File: src/rtl/extrinsic_interleaver.sv
// extrinsic_interleaver
//   Takes one frame of N a-posteriori LLRs, forms the extrinsic value
//   e[k] = LLR[k] - sys[k] - ext[k] (saturated to DATA_SIZE bits) one
//   element per cycle. It then presents the frame permuted by
//   pi(k) = 3k mod 7, or by its inverse, behind a valid/ready handshake.
//
// Ports
//   clk_i        clock, all state changes on the rising edge
//   reset_n_i    asynchronous active-low reset
//   llr_valid_i  frame strobe (decoder finish)
//   llr_i        N signed LLRs, element 0 in the most significant slot
//   sys_i        N signed systematic soft bits, packed like llr_i
//   ext_i        N signed a-priori values, packed like llr_i
//   mode_i       0 = interleave (out[k] = e[pi(k)]), 1 = deinterleave (out[pi(k)] = e[k])
//   out_ready_i  consumer ready
//   out_valid_o  output frame valid
//   ext_o        output frame, packed like llr_i
//   hard_o       hard decisions of the captured LLRs, natural order
//                (present only when EXTRINSIC_HARD_DEC_EN is defined)
//   busy_o       FSM not idle
//   overrun_o    sticky: a frame strobe arrived while no frame could be accepted
//
// Build option: define EXTRINSIC_HARD_DEC_EN to add hard_o.
//
// state     | meaning
// S_IDLE    | waiting for llr_valid_i
// S_COMPUTE | one element per cycle, index 0..N-1
// S_OUTPUT  | out_valid_o high, waiting for out_ready_i

module extrinsic_interleaver #(
   parameter int DATA_SIZE = 10,
   parameter int SYS_SIZE  = 4,
   parameter int N         = 7
) (
   input  logic                   clk_i,
   input  logic                   reset_n_i,
   input  logic                   llr_valid_i,
   input  logic [N*DATA_SIZE-1:0] llr_i,
   input  logic [N*SYS_SIZE-1:0]  sys_i,
   input  logic [N*DATA_SIZE-1:0] ext_i,
   input  logic                   mode_i,
   input  logic                   out_ready_i,
   output logic                   out_valid_o,
   output logic [N*DATA_SIZE-1:0] ext_o,
`ifdef EXTRINSIC_HARD_DEC_EN
   output logic [N-1:0]           hard_o,
`endif
   output logic                   busy_o,
   output logic                   overrun_o
);

   localparam int IW = $clog2(N);
   // Working width: two extra bits hold the worst-case difference, never under 12.
   localparam int WW = (DATA_SIZE + 2 > 12) ? DATA_SIZE + 2 : 12;
   localparam logic signed [WW-1:0] SAT_MAX = WW'((1 <<< (DATA_SIZE - 1)) - 1);
   localparam logic signed [WW-1:0] SAT_MIN = WW'(-(1 <<< (DATA_SIZE - 1)));

   localparam logic [1:0] S_IDLE    = 2'd0;
   localparam logic [1:0] S_COMPUTE = 2'd1;
   localparam logic [1:0] S_OUTPUT  = 2'd2;

   logic [1:0]                  state;
   logic [IW-1:0]               idx;
   logic                        capture;

   logic signed [DATA_SIZE-1:0] llr_q [N];
   logic signed [SYS_SIZE-1:0]  sys_q [N];
   logic signed [DATA_SIZE-1:0] ext_q [N];
   logic                        mode_q;
   logic signed [DATA_SIZE-1:0] work  [N];

   logic signed [WW-1:0]        diff;
   logic signed [DATA_SIZE-1:0] e_cur;
   logic [IW-1:0]               dest;
   logic [N*DATA_SIZE-1:0]      out_pack;

   // Output slot for input element k. Interleave places e[k] at pi^-1(k) = 5k mod 7
   // because out[j] = e[pi(j)]; deinterleave places it at pi(k) = 3k mod 7.
   function automatic logic [IW-1:0] perm_dest(input logic [IW-1:0] k, input logic m);
      int d;
      if (m)
         d = (3 * int'(k)) % N;
      else
         d = (5 * int'(k)) % N;
      return IW'(d);
   endfunction

   // A new frame is accepted from IDLE, or from OUTPUT on the same edge the
   // current frame is handed off.
   assign capture = llr_valid_i &&
                    ((state == S_IDLE) || ((state == S_OUTPUT) && out_ready_i));

   assign busy_o      = (state != S_IDLE);
   assign out_valid_o = (state == S_OUTPUT);

   always_comb begin
      diff = WW'(llr_q[idx]) - WW'(sys_q[idx]) - WW'(ext_q[idx]);
      if (diff > SAT_MAX)
         e_cur = SAT_MAX[DATA_SIZE-1:0];
      else if (diff < SAT_MIN)
         e_cur = SAT_MIN[DATA_SIZE-1:0];
      else
         e_cur = diff[DATA_SIZE-1:0];
      dest = perm_dest(idx, mode_q);
   end

   // Final frame: the work buffer plus the element computed this cycle, so
   // ext_o loads on the last COMPUTE edge without an extra cycle.
   always_comb begin
      out_pack = '0;
      for (int k = 0; k < N; k++) begin
         if (IW'(k) == dest)
            out_pack[(N-1-k)*DATA_SIZE +: DATA_SIZE] = e_cur;
         else
            out_pack[(N-1-k)*DATA_SIZE +: DATA_SIZE] = work[k];
      end
   end

   always_ff @(posedge clk_i or negedge reset_n_i) begin
      if (!reset_n_i) begin
         for (int k = 0; k < N; k++) begin
            llr_q[k] <= '0;
            sys_q[k] <= '0;
            ext_q[k] <= '0;
         end
         mode_q <= 1'b0;
      end else if (capture) begin
         for (int k = 0; k < N; k++) begin
            llr_q[k] <= llr_i[(N-1-k)*DATA_SIZE +: DATA_SIZE];
            sys_q[k] <= sys_i[(N-1-k)*SYS_SIZE +: SYS_SIZE];
            ext_q[k] <= ext_i[(N-1-k)*DATA_SIZE +: DATA_SIZE];
         end
         mode_q <= mode_i;
      end
   end

   always_ff @(posedge clk_i or negedge reset_n_i) begin
      if (!reset_n_i) begin
         state     <= S_IDLE;
         idx       <= '0;
         ext_o     <= '0;
         overrun_o <= 1'b0;
         for (int k = 0; k < N; k++)
            work[k] <= '0;
`ifdef EXTRINSIC_HARD_DEC_EN
         hard_o    <= '0;
`endif
      end else begin
         case (state)
            S_IDLE: begin
               if (capture) begin
                  idx   <= '0;
                  state <= S_COMPUTE;
               end
            end
            S_COMPUTE: begin
               if (llr_valid_i)
                  overrun_o <= 1'b1;
               work[dest] <= e_cur;
               if (idx == IW'(N - 1)) begin
                  ext_o <= out_pack;
`ifdef EXTRINSIC_HARD_DEC_EN
                  for (int k = 0; k < N; k++)
                     hard_o[N-1-k] <= ~llr_q[k][DATA_SIZE-1];
`endif
                  idx   <= '0;
                  state <= S_OUTPUT;
               end else begin
                  idx <= idx + 1'b1;
               end
            end
            S_OUTPUT: begin
               if (out_ready_i) begin
                  idx   <= '0;
                  state <= capture ? S_COMPUTE : S_IDLE;
               end else if (llr_valid_i) begin
                  overrun_o <= 1'b1;
               end
            end
            default: state <= S_IDLE;
         endcase
      end
   end

endmodule

File: config.mk
export PLATFORM = sky130hd
export DESIGN_NAME = extrinsic_interleaver
export DESIGN_NICKNAME = d
export VERILOG_FILES = /design/src/rtl/extrinsic_interleaver.sv
export SDC_FILE = /design/constraint.sdc
export NUM_CORES = 1
export LEC_CHECK = 0
export ABC_AREA = 1
export BUFFER_PORTS_ARGS = -buffer_cell sky130_fd_sc_hd__buf_2
export CORE_AREA = 2 2 198 278
export CTS_CLUSTER_DIAMETER = 50
export DETAILED_ROUTE_END_ITERATION = 8
export DIE_AREA = 0 0 200 280
export HOLD_SLACK_MARGIN = 0.03
export PLACE_DENSITY = 0.57
export SETUP_SLACK_MARGIN = 0.3
export SLEW_MARGIN = 5
export SYNTH_ARGS = -nofsm -noshare
export SYNTH_HDL_FRONTEND = slang
export SYNTH_SLANG_ARGS = --single-unit
File: constraint.sdc
create_clock -name clk_i -period 6.43 [get_ports clk_i]
set_clock_uncertainty 0.05 [all_clocks]
set_input_delay 0.3215 -clock clk_i [delete_from_list [all_inputs] [get_ports clk_i]]
set_output_delay 0.3215 -clock clk_i [all_outputs]
set_load 0.01 [all_outputs]
==> impl_results.md <==
- Status: finished, final reports clean
- Max Buffers Root-to-Sink: 3
- Largest net degree at the start of global routing: 173
- TritonCTS buffer count: 39
- H-tree depth: 2
- Hold Path Origin: out_ready_i
- Largest family of logic cells by synthesized area: simple AND/OR/NAND/NOR gates
- WL per Instance: 17.6 um
- Setup tns final: 0 ns
- Height of the die: 280 um
- Worst setup EP type: flop
- Synth Area in Adders: 0.0336
- Syn_nets: roughly 2000
- Via density: 4.81
- DR pass1 iterations: 5
- Cell taking the most area after synthesis: dfrtp_1
- Sink Count: 315
- Worst hold path stage count: 4
- Max Freq: 176 MHz
- Via count: 13982
- Cell Area, Synth: about 0.016 mm2
- Mean Syn Cell Area: 9.08 um2
- Top-Level Pins: 246
- Hold Crit Class: in2reg
- Worst-case reg-to-reg path depth: 33
- Proportion of synthesized area in mux cells: 0.119
- Max incr delay on CP: between 0.4 and 0.5 ns
- Total gr overflow: 0
- Critical R2R Capture: work[11]
- RSZ-0062 raised after global routing: true
- Post-Synth Simple-Gate Area: 0.203
- XOR/XNOR share of the synthesized area: 0.00387
- Slowest-stage cell, CP: dfrtp_2
- Slew @ Worst Pin: 1.02 ns
- Final Critical Period: 5.70 ns
- Core area: 0.0537 mm2
- Root Driver: clkbuf_16
- TritonCTS clock tree: yes
- Top cell by count, worst path: nand3_1
- Synth Warn #: 0
- RR Startpoint: idx[1]
- Final Hold Vio Count: 0
- Total track usage: 0.182
- Fraction of layout cells with a size suffix above 1: 0.266
- Port buffer count: about 250
- Max transition margin: 0.317
- Ant diodes: 0
- Total Wirelength: 51.1 mm
- Register area share after synthesis: 0.497
- Initial Utilization: 0.295
- Final Util: 0.394
- WP data arrival: about 6.1 ns
- FF-to-FF setup slack: 0.73 ns
- Mapped Cells: 1747
- Detail Route Antenna Nets: 0
- Nets@finish: around 2400
- Area Overhead vs Synth: 33.4%
- Synth cell types: 39
- Critical path class: reg2reg
- Synth Register Bits: 315
- GPL Wtd Cong: 0.858
- Max_cap viols: 0
- Final Max Slew Viols: 0
- DRC errors left: 0
- Final setup fails: 0
- Number of cell rows: approximately 100
- Crit path launch type: flop
- Post-DP HPWL: 33.9 mm
- Final Instance Area: 0.0211 mm2
- Antenna violations before repair: 0
- Period utilization: 0.886
- Post-Place Cell Area: 0.0180 mm2
- Die X: 200 um
- Post-synth top area share: 0.497
- Clk Latency, worst-skew pair: around 0.57 ns
- Die area: 0.0560 mm2
- Compound-gate portion of the synthesized area: 0.0838
- DRT iter0 DRCs: 695
- # placed instances: around 2700
- Worst Path Max Fanout: 16
- Non-filler cells, final: approximately 2900
- First-pass GRT wire length: approximately 80 mm
- Top cells by area, synth: dfrtp_1, mux2_2, nand2_1
- Hold endpoint: state[1]
- Worst-path clk slew: roughly 0.060 ns
- Vias in the first global route: 14064
- Req. time, crit path: 6.85 ns
placed cells by master (no fill, tap or decap), drive strengths merged:
master       netlist  routed
nand2            383     383
dfrtp            315     315
buf               30     298
nand3            217     217
o21ai            184     184
dlygate4sd3        0     171
mux2             167     167
inv              132     140
nor2             130     130
clkbuf            70      49
ha                25      25
a21oi             14      14
o22ai             13      13
a31oi             12      12
fa                11      11
o221ai            10      10
clkinv             3      10
nand4              6       6
xor2               6       6
or2                4       4
bufinv             0       4
o21bai             3       3
o211ai             3       3
clkinvlp           0       3
nand3b             2       2
a21o               2       2
nor3               1       1
o2111ai            1       1
o21a               1       1
xnor2              1       1
a32o               1       1
repair_timing:
item / CTS / global route
hold buffers: 171 / 0
buffers inserted: 0 / 5
gates resized for setup: 0 / 24
hold endpoints to repair: 283 / 0
setup endpoints to repair: 0 / 140
stage by stage:
| step | hold slack, ns | worst slack [ns] |
|---|---|---|
| 2_1_floorplan | -0.0241 | 1.36 |
| 6_report | 0.0908 | 0.733 |
| 4_1_cts | 0.0474 | 0.443 |
| 3_3_place_gp | 0.380 | 0.563 |
| 3_5_place_dp | 0.403 | 0.457 |
| 5_1_grt | 0.103 | 0.253 |
worst max-delay path, delay by kind of cell, from the launching register on:
family,cells,cell delay (ns)
and+or+nand+nor,19,2.34
adders and majority gates,7,1.74
buffers and inverters,5,0.73
DFF,1,0.47
xor gates and xnor gates,1,0.19
AOI/OAI and AO/OA,1,0.09
kinds of logic (layout without fill, tap and decap cells):
kind of cell,Yosys count,count (layout)
AND/OR/NAND/NOR,743,743
buffers and inverters,235,675
AO/OA/AOI/OAI,244,244
multiplexers,167,167
XOR/XNOR,7,7
flip-flops,315,315
adder cells (fa/ha/maj),36,36
layout make-up:
cell class / count / area [um2]
clock inverter: 22 / 282
multi-input combinational: 1197 / 7090
tap: 721 / 902
timing repair buffer: 470 / 3430
clock buffer: 48 / 1050
fill: 5277 / 32600
inverter: 135 / 508
sequential: 315 / 7890
registers in the layout, indices dropped and copies added, names as in the netlist:
| signal | cells |
|---|---|
| ext_o | 70 |
| ext_q | 70 |
| idx | 3 |
| llr_q | 70 |
| mode_q | 1 |
| overrun_o | 1 |
| state | 2 |
| sys_q | 28 |
| work | 70 |
per-layer routing:
metal	wire length [um]	up-vias	track usage	share of wire
met2	26100	459	0.327	0.51
met1	19800	6772	0.208	0.39
met4	2450	0	0.0847	0.048
li1	-	6623	-	-
met3	2730	128	0.0317	0.053
met5	0	-	0	0
worst max path at each step:
stage | start | cells past startpoint | slack (ns) | endpoint
detailed placement | idx[0] | 23 | 0.46 | ext_o[34]
global route | idx[1] | 33 | 0.25 | work[18]
global placement | idx[0] | 23 | 0.56 | ext_o[34]
floorplan | idx[1] | 33 | 1.36 | ext_o[0]
CTS | idx[0] | 23 | 0.44 | ext_o[34]
finish | idx[1] | 33 | 0.73 | work[11]
synthesized netlist by cell type:
cell / count
a21o_1: 2
a21oi_1: 14
a31oi_1: 12
a32o_1: 1
buf_1: 2
buf_2: 17
buf_4: 11
clkbuf_1: 70
clkinv_1: 3
dfrtp_1: 315
fa_1: 11
ha_1: 25
inv_1: 129
inv_2: 3
mux2_2: 167
nand2_1: 371
nand2_2: 9
nand2_4: 3
nand3_1: 210
nand3_2: 6
nand3_4: 1
nand3b_1: 2
nand4_1: 6
nor2_1: 123
nor2_2: 2
nor2_4: 5
nor3_1: 1
o2111ai_1: 1
o211ai_1: 3
o21a_1: 1
o21ai_0: 106
o21ai_1: 76
o21ai_2: 2
o21bai_1: 3
o221ai_1: 10
o22ai_1: 13
or2_2: 4
xnor2_1: 1
xor2_1: 6
Power is not shown: default switching activity piles up to over one toggle a cycle in this logic, so the estimate is an artifact.
